File: src/rtl/joypad_responder_if.sv
// joypad_responder_if: console-side serial link of an NES controller port
interface joypad_responder_if;
  logic joy_strobe;
  logic joy_clock;
  logic joy_data;
  modport master(output joy_strobe, output joy_clock, input joy_data);
  modport slave(input joy_strobe, input joy_clock, output joy_data);
endinterface

File: src/rtl/joypad_responder.sv
// joypad_responder: emulates a 4021-based NES pad with debounced buttons and A/B turbo
module joypad_responder #(
  parameter int          SYNC_STAGES     = 2,
  parameter logic [15:0] DEBOUNCE_CYCLES = 16'd8000,
  parameter logic [19:0] TURBO_DIV       = 20'd200000
) (
  input  logic                clock,
  input  logic                reset,
  joypad_responder_if.slave   bus,
  input  logic [7:0]          buttons_n,
  input  logic [1:0]          turbo_en,
  output logic [7:0]          buttons_db,
  output logic [3:0]          bit_count
);
  logic [SYNC_STAGES-1:0] strobe_sync, clk_sync;
  logic                   s_strobe, s_clk, s_clk_d, clk_rise, phase;
  logic [19:0]            tcnt;
  logic [15:0]            cnt [8];
  logic [7:0]             raw, eff, sr, sr_next;
  logic [3:0]             count_next;

  assign s_strobe = strobe_sync[SYNC_STAGES-1];
  assign s_clk    = clk_sync[SYNC_STAGES-1];
  assign clk_rise = s_clk & ~s_clk_d;
  assign raw      = ~buttons_n;
  assign eff      = buttons_db & {6'h3f, turbo_en[1] ? phase : 1'b1, turbo_en[0] ? phase : 1'b1};

  // Strobe has priority; vacated bits fill with 1 so an over-read reports "pressed" like a real pad
  always_comb begin
    sr_next    = s_strobe ? eff : clk_rise ? {1'b1, sr[7:1]} : sr;
    count_next = s_strobe ? 4'd0 : (clk_rise && bit_count != 4'd8) ? bit_count + 4'd1 : bit_count;
  end

  always_ff @(posedge clock) begin
    if (reset) begin
      strobe_sync <= '0;
      clk_sync    <= '0;
      s_clk_d     <= 1'b0;
      sr          <= 8'h00;
      bit_count   <= 4'd0;
      bus.joy_data <= 1'b1;
    end else begin
      strobe_sync <= {strobe_sync[SYNC_STAGES-2:0], bus.joy_strobe};
      clk_sync    <= {clk_sync[SYNC_STAGES-2:0], bus.joy_clock};
      s_clk_d     <= s_clk;
      sr          <= sr_next;
      bit_count   <= count_next;
      bus.joy_data <= ~sr_next[0];
    end
  end

  always_ff @(posedge clock) begin
    if (reset) begin
      tcnt  <= '0;
      phase <= 1'b0;
    end else begin
      tcnt  <= (tcnt == TURBO_DIV - 20'd1) ? 20'd0 : tcnt + 20'd1;
      phase <= (tcnt == TURBO_DIV - 20'd1) ? ~phase : phase;
    end
  end

  // A button change is accepted only after DEBOUNCE_CYCLES consecutive disagreeing samples
  always_ff @(posedge clock) begin
    if (reset) begin
      buttons_db <= 8'h00;
      for (int i = 0; i < 8; i++) cnt[i] <= '0;
    end else begin
      for (int i = 0; i < 8; i++) begin
        if (raw[i] != buttons_db[i]) begin
          if (cnt[i] == DEBOUNCE_CYCLES - 16'd1) begin
            buttons_db[i] <= raw[i];
            cnt[i]        <= '0;
          end else begin
            cnt[i] <= cnt[i] + 16'd1;
          end
        end else begin
          cnt[i] <= '0;
        end
      end
    end
  end
endmodule

File: src/flat_wrapper.sv
// flat-port wrapper written by rule: the top's interface ports become plain ports
module joypad_responder_flat 
#(
  parameter int          SYNC_STAGES     = 2,
  parameter logic [15:0] DEBOUNCE_CYCLES = 16'd8000,
  parameter logic [19:0] TURBO_DIV       = 20'd200000
)
  (clock, reset, buttons_n, turbo_en, buttons_db, bit_count, bus_joy_strobe, bus_joy_clock, bus_joy_data);
  joypad_responder_if bus_i ();
  input  logic clock;
  input  logic reset;
  input  logic [7:0] buttons_n;
  input  logic [1:0] turbo_en;
  output logic [7:0] buttons_db;
  output logic [3:0] bit_count;
  input wire logic [$bits(bus_i.joy_strobe)-1:0] bus_joy_strobe;
  input wire logic [$bits(bus_i.joy_clock)-1:0] bus_joy_clock;
  output wire logic [$bits(bus_i.joy_data)-1:0] bus_joy_data;
  assign bus_i.joy_strobe = bus_joy_strobe;
  assign bus_i.joy_clock = bus_joy_clock;
  assign bus_joy_data = bus_i.joy_data;
  joypad_responder #(.SYNC_STAGES(SYNC_STAGES), .DEBOUNCE_CYCLES(DEBOUNCE_CYCLES), .TURBO_DIV(TURBO_DIV)) u_core (.clock(clock), .reset(reset), .bus(bus_i), .buttons_n(buttons_n), .turbo_en(turbo_en), .buttons_db(buttons_db), .bit_count(bit_count));
endmodule
File: config.mk
export PLATFORM = sky130hd
export DESIGN_NAME = joypad_responder_flat
export DESIGN_NICKNAME = d
export VERILOG_FILES = /design/src/rtl/joypad_responder_if.sv /design/src/rtl/joypad_responder.sv /design/src/flat_wrapper.sv
export SDC_FILE = /design/constraint.sdc
export NUM_CORES = 1
export LEC_CHECK = 0
export BUFFER_PORTS_ARGS = -buffer_cell sky130_fd_sc_hd__buf_2
export CELL_PAD_IN_SITES_DETAIL_PLACEMENT = 1
export CELL_PAD_IN_SITES_GLOBAL_PLACEMENT = 1
export CORE_UTILIZATION = 30
export CTS_CLUSTER_DIAMETER = 150
export DETAILED_ROUTE_END_ITERATION = 10
export HOLD_SLACK_MARGIN = 0.08
export PLACE_DENSITY_LB_ADDON = 0.1
export SETUP_SLACK_MARGIN = 0.02
export SYNTH_ARGS = -nofsm -noshare
export SYNTH_HDL_FRONTEND = slang
export SYNTH_SLANG_ARGS = --single-unit
export TNS_END_PERCENT = 100
File: constraint.sdc
create_clock -name clock -period 4.56 [get_ports clock]
set_input_delay 0.228 -clock clock [delete_from_list [all_inputs] [get_ports clock]]
set_output_delay 0.228 -clock clock [all_outputs]
set_load 0.05 [all_outputs]
# --- After elaboration in Yosys (flattened, before gate mapping) ---
# Memory sizes are Yosys's and may differ from the RTL's.
# Cells that the tools add are included.
word_totals:
  ff_bits: 47
  mem_bits_rw: 128
  in_bits: 14
  elab_cells: 206
  n_memories: 1
mem_list:
  columns: ["memory", "depth", "width", "read_ports", "rd_ports_with_merged_regs", "wr", "line_no", "source"]
  rows:
  - ["u_core.cnt", 8, 16, 8, 0, 8, "joypad_responder.sv:18", "logic [15:0] cnt [8];"]
op_classes:
  add_sub_neg: 10
  eq_ne: 18
  mux: 118
  n_bitwise: 30
  reduce_logical: 12
op_table:
  columns: ["cell", "n"]
  rows:
  - ["two-way mux 16 bit", 24]
  - ["adder 16 x 1 -> 16 bit, second input constant", 8]
  - ["== test 16 x 13 -> 1 bit, second input constant", 8]
  - ["two-way mux 1 bit", 92]
  - ["OR 1 bit", 24]
  - ["adder 20 x 1 -> 20 bit, second input constant", 1]
  - ["== test 20 x 18 -> 1 bit, second input constant", 1]
  - ["two-way mux 8 bit", 2]
  - ["AND reduction 2 bit", 8]
  - ["AND 8 bit", 1]
  - ["!= test 1 bit", 8]
  - ["inverter 8 bit", 1]
  - ["adder 4 x 1 -> 4 bit, second input constant", 1]
  - ["!= test 4 bit, second input constant", 1]
  - ["OR reduction 2 bit", 2]
  - ["inverter 1 bit", 3]
  - ["nonzero test 2 bit", 1]
  - ["AND 1 bit", 1]
  - ["logical AND 1 bit", 1]

# --- Logic depth before layout (Yosys ltp) ---
# Gate-level depths: netlist of the first run.
logic_depth:
  ltp_word: 8
  mapped_depth: 8

# --- Worst setup path before layout of the first run ---
# Ideal clock, no wire load.
synth_timing:
  path_kind: "reg-to-reg"
  start: "memory u_core.cnt[7][13], in the netlist u_core.cnt[0][125]"
  end: "memory u_core.cnt[7][6], in the netlist u_core.cnt[0][118] (data pin)"
  setup_time_ps: 254
  arrival_ps: 1782
  required_time_ps: 4306
  path_slack_ps: 2524
  stages_incl_launch_ff: 6
  cell_sequence: "edfxtp_1 or4b_1 or4_4 nand2_2 buf_4 nor2_1"
synth_lines:
  columns: ["item", "line_no"]
  rows:
  - ["from (decl)", "joypad_responder.sv:18"]

==> impl_summary.txt, run 1 <==
----------------------------------------------------
[Timing]
  Tightest slew margin relative to the limit ... 0.335
  Final TNS setup ... 0 ns
  Final count of pins violating max slew ... 0
  Setup-violating endpoint count in the final report ... 0
  Time the final worst path needs with I/O delays and setup ... 2.34 ns
  Unrepaired setup endpoints after global routing ... no
  Fmax ... 427 MHz
  Final hold violations ... 0
  Final cycle utilization of the critical path ... 0.513
  Transition time at the pin with the least slew margin ... 0.995 ns
  Final clock skew ... 0.0139 ns

[Synthesis]
  Top post-synthesis cells by area ... edfxtp_1 43%, dfxtp_1 11%, xnor2_1 7.6%
  Adder-cell share of the synthesized area ... 0.0154
  Dominant synthesized flop cell ... edfxtp_1
  Gate count of the mapped netlist ... 862
  Simple-gate share of the synthesized area ... 0.250
  Post-synth cell types ... 58
  EDFF count, synth ... 128
  Post-synth ARST share ... 0
  Mean area per synthesized cell ... 10.4 um2
  Main combinational cell family by area after synthesis ... simple AND/OR/NAND/NOR gates
  Xor and xnor area share after synthesis ... 0.124
  Register bit count reported by yosys ... 175
  Synth warnings ... 0
  Compound-gate portion of the synthesized area ... 0.0355
  Fraction of synthesized cell area taken by the top area cell type ... 0.429
  Synth Cell Area ... 8950 um2
  Library cell with the largest summed area after synthesis ... edfxtp_1
  Mux contribution to synthesized area ... 0.0152
  Sequential-to-total area share from yosys stat ... 0.535

[Placed design]
  Post-placement cell count ... 1379
  Hpwl dp ... 13300 um
  Placed cell areas ... 9950 um2
  Final GP Congestion ... 0.718
  Count of input and output buffers ... 26

[Cells and area]
  Fin nets ... 1044
  Final cell count without fillers ... 1417
  Fillers ... 3368
  Final Instance Area ... 10600 um2
  Area growth from synthesis to final layout ... 18.2%
  Most common cell after layout, fill and taps aside ... nor2_1
  Highest-count cells in the layout ignoring fill and taps ... 151 x nor2_1, 128 x edfxtp_1, 128 x conb_1
  Share of layout cells above drive strength 1 ... 0.0785

[Clocking]
  Clock-pin slew reported for the worst setup and hold paths after clock tree synthesis ... 0.07 ns
  Total number of clock tree sinks ... 175
  Clock tree root driver cell ... clkbuf_16
  Buffer depth of the longest clock path ... 2
  Source-to-sink clock delay at the later pin of the worst-skew pair ... 0.44 ns
  Number of levels the H-tree was split into ... 4
  CTS-repair resized insts ... 0
  Clock tree from TritonCTS ... done
  Clock buffer count from CTS ... 17

[Run]
  Max_cap viols ... 0

[Pwr]
  Reported leakage power ... 3.68 nW
  Power, Total ... 0.00350 W
  Ratio of total power to cell area ... 331 nW/um2
  Largest voltage drop on the vdd net ... 0.208 mV

[Drt]
  Aggregate routed wire length ... 18900 um
  Wire per inst ... 13.3 um
  Number of DRC violations after detailed-routing iteration 0 ... 296
  Via Count ... 6483
  Drt via density ... 4.58
  Detailed Routing Iterations Pass 1 ... 4
  DRC violations left ... 0
  Antenna Nets Post-Route ... 0

[GRT]
  Sum of overflow across all layers after global routing ... 0
  Pin count of the biggest net entering global routing ... 24
  Total routing resource utilization after global routing ... 0.132
  Number of global-route vias before repair ... 6642
  Global-route wire length before repair ... 32800 um
  Initial antenna violation count ... 0

[Floorplan]
  Core Area ... 29000 um2
  Starting density of the core ... 0.309
  Die outline area ... 30500 um2
  Ports ... 27
  Die width ... 175 um
  Number of rows in the core area ... 62
  Die Ht ... 175 um

[Worst setup path]
  Critical path peak fanout ... 16
  Data required time of the worst path ... 4.72 ns
  Crit path kind ... reg2reg
  Startpoint class of the critical path ... flop
  Arrival time reported for the critical path endpoint ... 2.50 ns
  Crit end category ... flop

[Worst hold path]
  Class of the tightest hold or removal check ... in2reg

[Status]
  Result of the run ... finished clean

----------------------------------------------------
==> layer usage <==
metal  up-vias  global-route usage  wire (um)
met1      3115               0.182       9750
met2        51               0.209       8510
met3        14              0.0252        402
met5         -                   0          0
li1       3303                   -          -
met4         0              0.0402        201
==> power breakdown <==
group | leakage (nW) | internal (W) | switching, W
Combinational | 1.70 | 0.0000746 | 0.000107
Sequential | 1.70 | 0.00178 | 0.0000784
Clock | 0.289 | 0.000745 | 0.000714
==> per-stage QoR <==
step / worst slack (ns) / hold slack [ns] / utilization
global route: 2.08 / 0.119 / 0.365
floorplan: 2.52 / 0.324 / -
detailed placement: 2.21 / 0.428 / 0.343
global placement: 2.26 / 0.417 / 0.343
CTS: 2.19 / 0.0976 / 0.365
finish: 2.22 / 0.120 / 0.365
==> final timing paths <==
| kind | start | to | slack [ns] | cells after the start |
|---|---|---|---|---|
| max | u_core.cnt[0][94] | u_core.cnt[0][84] | 2.22 | 4 |
| min | buttons_n[2] | u_core.buttons_db[2] | 0.12 | 3 |
| max reg2reg | u_core.cnt[0][94] | u_core.cnt[0][84] | 2.22 | 4 |
| min reg2reg | u_core.strobe_sync[0] | u_core.strobe_sync[1] | 0.44 | 1 |
==> repair_timing <==
item                                   CTS  global route
hold buffers                             5             0
endpoints found under the hold margin    5             0
buffers inserted                         0             0
==> cell families (layout without fill, tap and decap cells) <==
logic type | Yosys count | in the layout
mux | 13 | 13
compound gates | 48 | 48
fa+ha+maj | 11 | 11
xor+xnor | 127 | 127
buf+inv | 53 | 96
other cells | 1 | 129
flops | 175 | 175
simple gates | 434 | 434
==> layout make-up <==
type	count	area, um2	share of cell area
sequential	175	4780	0.452
inverter	32	120	0.0114
clock buffer	18	439	0.0415
multi-input combinational	761	4420	0.418
timing repair buffer	32	188	0.0177
tap	384	480	0.0454
antenna	1	2.50	0.000237
clock inverter	14	141	0.0134
==> cells in the mapped netlist (all sizes together), types with 9 or more instances <==
cell type,number
nor4,32
nand2,33
and4,13
or3,10
ha,11
nor3,36
edfxtp,128
clkbuf,11
or4,10
dfxtp,47
buf,10
nor2,151
nor2b,9
nand4,46
nand3,50
xor2,49
inv,32
and3,13
xnor2,78
a21oi,18
==> worst max-delay path, stage by stage (launching register included) <==
cell	delay, ns
edfxtp_1	0.45
or4_1	0.55
nor4_1	0.41
or3_1	0.53
nor2_1	0.12
==> state kept, by name (all words and copies together), names as in the netlist, 2 cells and up <==
| name | count |
|---|---|
| u_core.buttons_db | 8 |
| u_core.clk_sync | 2 |
| u_core.sr | 8 |
| u_core.strobe_sync | 2 |
| u_core.cnt | 128 |
| u_core.bit_count | 4 |
| u_core.tcnt | 20 |
Note: power is estimated with default switching activity, not from simulation.
==> inputs of run 2 (changes only) <==
Clock period 4.56 ns to 2.3 ns, I/O delays scaled along.
==> run 2 against run 1 <==
Worst setup slack got worse by 2.1 ns. Non-clock buffer count rose by 37. Wire length up 0.10%. Power rose by 100%. Cell area up 3.1%. Core utilization up 1.1 points. Die area unchanged. Count of clock-buffer cells in the layout stayed put. Highest routed layer unchanged.
==> impl_summary.txt, run 2 (same netlist as run 1, synthesis figures left out) <==
----------------------------------------------------
[Status]
  Result of the run ... finished clean (unchanged)

[Worst setup path]
  Data required time of the worst path ... 2.47 ns (was 4.72 ns)
  Register-to-Register Setup Slack ... 0.13 ns (was 2.22 ns)
  Startpoint class of the critical path ... flop (unchanged)
  Critical path peak fanout ... 15 (was 16)
  Ordered cell list for the critical path ... or4b_1 -> or4_4 -> nand2_2 -> nor2_1 (was or4_1 -> nor4_1 -> or3_1 -> nor2_1)
  Crit end category ... flop (unchanged)
  Worst R2R End ... u_core.cnt[0][115] (was u_core.cnt[0][84])
  Critical-path top delay cell ... or4_4 (was or4_1)
  Crit path kind ... reg2reg (unchanged)
  Launching point of the worst reg2reg path ... u_core.cnt[0][125] (was u_core.cnt[0][94])
  Launch point of the critical path ... u_core.cnt[0][125] (was u_core.cnt[0][94])
  Arrival time reported for the critical path endpoint ... 2.34 ns (was 2.50 ns)
  Delay of the slowest cell on the worst path ... 0.57 ns (was 0.55 ns)
  Setup crit end ... u_core.cnt[0][115] (was u_core.cnt[0][84])
  Worst Reg-to-Reg Cells ... 4 (unchanged)

[Drt]
  Wire per inst ... 13.0 um (was 13.3 um)
  Detailed Routing Iterations Pass 1 ... 4 (unchanged)
  Number of DRC violations after detailed-routing iteration 0 ... 261 (was 296)
  Via Count ... 6566 (was 6483)
  DRC violations left ... 0 (unchanged)
  Aggregate routed wire length ... 18900 um (about the same)
  Antenna Nets Post-Route ... 0 (unchanged)
  Drt via density ... 4.52 (was 4.58)

[Cells and area]
  Diode insertion count for antenna repair ... 0 (was 1)
  Area growth from synthesis to final layout ... 21.8% (was 18.2%)
  Register name with the most flops ... u_core.cnt (unchanged)
  Final cell count without fillers ... 1453 (was 1417)
  Most common cell after layout, fill and taps aside ... nor2_1 (unchanged)
  Share of the core filled with cells ... 0.376 (was 0.365)
  Highest-count cells in the layout ignoring fill and taps ... 151 x nor2_1, 128 x edfxtp_1, 128 x conb_1 (unchanged)
  Share of layout cells above drive strength 1 ... 0.106 (was 0.0785)
  Fin nets ... 1081 (was 1044)
  Flip-flop count of the largest register after layout ... 128 (unchanged)
  Largest registers ... u_core.cnt (128), u_core.tcnt (20) (unchanged)

[Placed design]
  Hpwl dp ... 13500 um (was 13300 um)
  Post-placement cell count ... 1411 (was 1379)
  Final GP Congestion ... 0.723 (was 0.718)
  Worst slack, placed ... 0.115 ns (was 2.21 ns)
  Count of input and output buffers ... 26 (unchanged)

[Clocking]
  Buffer depth of the longest clock path ... 2 (unchanged)
  Total number of clock tree sinks ... 175 (unchanged)
  Clock tree root driver cell ... clkbuf_16 (unchanged)
  Clock-pin slew reported for the worst setup and hold paths after clock tree synthesis ... 0.08 ns (was 0.07 ns)
  Number of levels the H-tree was split into ... 4 (unchanged)
  CTS-repair resized insts ... 0 (unchanged)
  Clock buffer count from CTS ... 17 (unchanged)
  Clock tree from TritonCTS ... done (unchanged)
  Source-to-sink clock delay at the later pin of the worst-skew pair ... 0.44 ns (about the same)

[Timing]
  Worst hold slack ... 0.106 ns (was 0.120 ns)
  Fmax ... 461 MHz (was 427 MHz)
  Setup-violating endpoint count in the final report ... 0 (unchanged)
  Worst Setup Slack, final ... 0.130 ns (was 2.22 ns)
  Time the final worst path needs with I/O delays and setup ... 2.17 ns (was 2.34 ns)
  Final hold violations ... 0 (unchanged)
  Transition time at the pin with the least slew margin ... 0.625 ns (was 0.995 ns)
  Tightest slew margin relative to the limit ... 0.583 (was 0.335)
  Unrepaired setup endpoints after global routing ... no (unchanged)
  Final TNS setup ... 0 ns (unchanged)
  Final count of pins violating max slew ... 0 (unchanged)
  Final cycle utilization of the critical path ... 0.944 (was 0.513)
  Final clock skew ... 0.0138 ns (was 0.0139 ns)

[Floorplan]
  Die outline area ... 30500 um2 (unchanged)
  Die Ht ... 175 um (unchanged)
  Die width ... 175 um (unchanged)
  Core Area ... 29000 um2 (unchanged)
  Ports ... 27 (unchanged)
  Number of rows in the core area ... 62 (unchanged)
  Starting density of the core ... 0.309 (unchanged)

[Run]
  Max_cap viols ... 0 (unchanged)

[Pwr]
  Ratio of total power to cell area ... 641 nW/um2 (was 331 nW/um2)
  Reported leakage power ... 3.87 nW (was 3.68 nW)
  Largest voltage drop on the vdd net ... 0.445 mV (was 0.208 mV)

[GRT]
  Initial antenna violation count ... 0 (unchanged)
  Pin count of the biggest net entering global routing ... 21 (was 24)
  Global-route wire length before repair ... 32400 um (was 32800 um)
  Sum of overflow across all layers after global routing ... 0 (unchanged)
  Number of global-route vias before repair ... 6556 (was 6642)
  Total routing resource utilization after global routing ... 0.132 (about the same)

[Worst hold path]
  Class of the tightest hold or removal check ... in2reg (unchanged)

----------------------------------------------------
## run 2: timing repair
| item | 4_1_cts | 5_1_grt |
|---|---|---|
| hold endpoints to repair | 10 | 0 |
| setup buffers | 0 | 0 |
| endpoints found under the setup margin | 0 | 0 |
| hold buffers | 10 | 0 |
## run 2: per-stage QoR
step	cell area, um2	power (W)
6_report	10900	0.00699
5_1_grt	10900	0.00729
4_1_cts	10900	0.00711
3_5_place_dp	10200	0.00416
3_3_place_gp	10200	0.00415
2_1_floorplan	9430	0.00400
## run 2: cell type report
cell class                 instances  area (um2)
fill                            3358       18100
sequential                       175        4780
multi-input combinational        761        4420
timing repair buffer              69         528
tap                              384         480
clock buffer                      18         439
clock inverter                    14         129
inverter                          32         120
## run 2: critical path, delay by kind of cell, from the launching register on
family | cells | cell delay, ns
simple gates | 4 | 1.46
flops | 1 | 0.44
## run 2: where the power goes
group | total [W] | internal, W | switching [W]
clock | 0.00289 | 0.00154 | 0.00135
sequential | 0.00368 | 0.00353 | 0.000144
combinational | 0.000421 | 0.000189 | 0.000232
## run 2: worst min-delay path by stage
| stage | slack [ns] | end | startpoint | cells past startpoint |
|---|---|---|---|---|
| finish | 0.11 | u_core.sr[1] | turbo_en[1] | 4 |
| global route | 0.13 | u_core.sr[1] | turbo_en[1] | 4 |
| CTS | 0.10 | u_core.sr[1] | turbo_en[1] | 4 |
| detailed placement | 0.36 | u_core.clk_sync[0] | bus_joy_clock | 2 |
| global placement | 0.36 | u_core.clk_sync[0] | bus_joy_clock | 2 |
| floorplan | 0.21 | u_core.buttons_db[6] | buttons_n[6] | 1 |
## run 2: metal layers
metal	track usage	wire length, um	up-vias
li1	-	-	3386
met1	0.183	10000	3118
met2	0.205	8230	45
met3	0.0233	387	17
met4	0.0457	247	0
met5	0	0	-
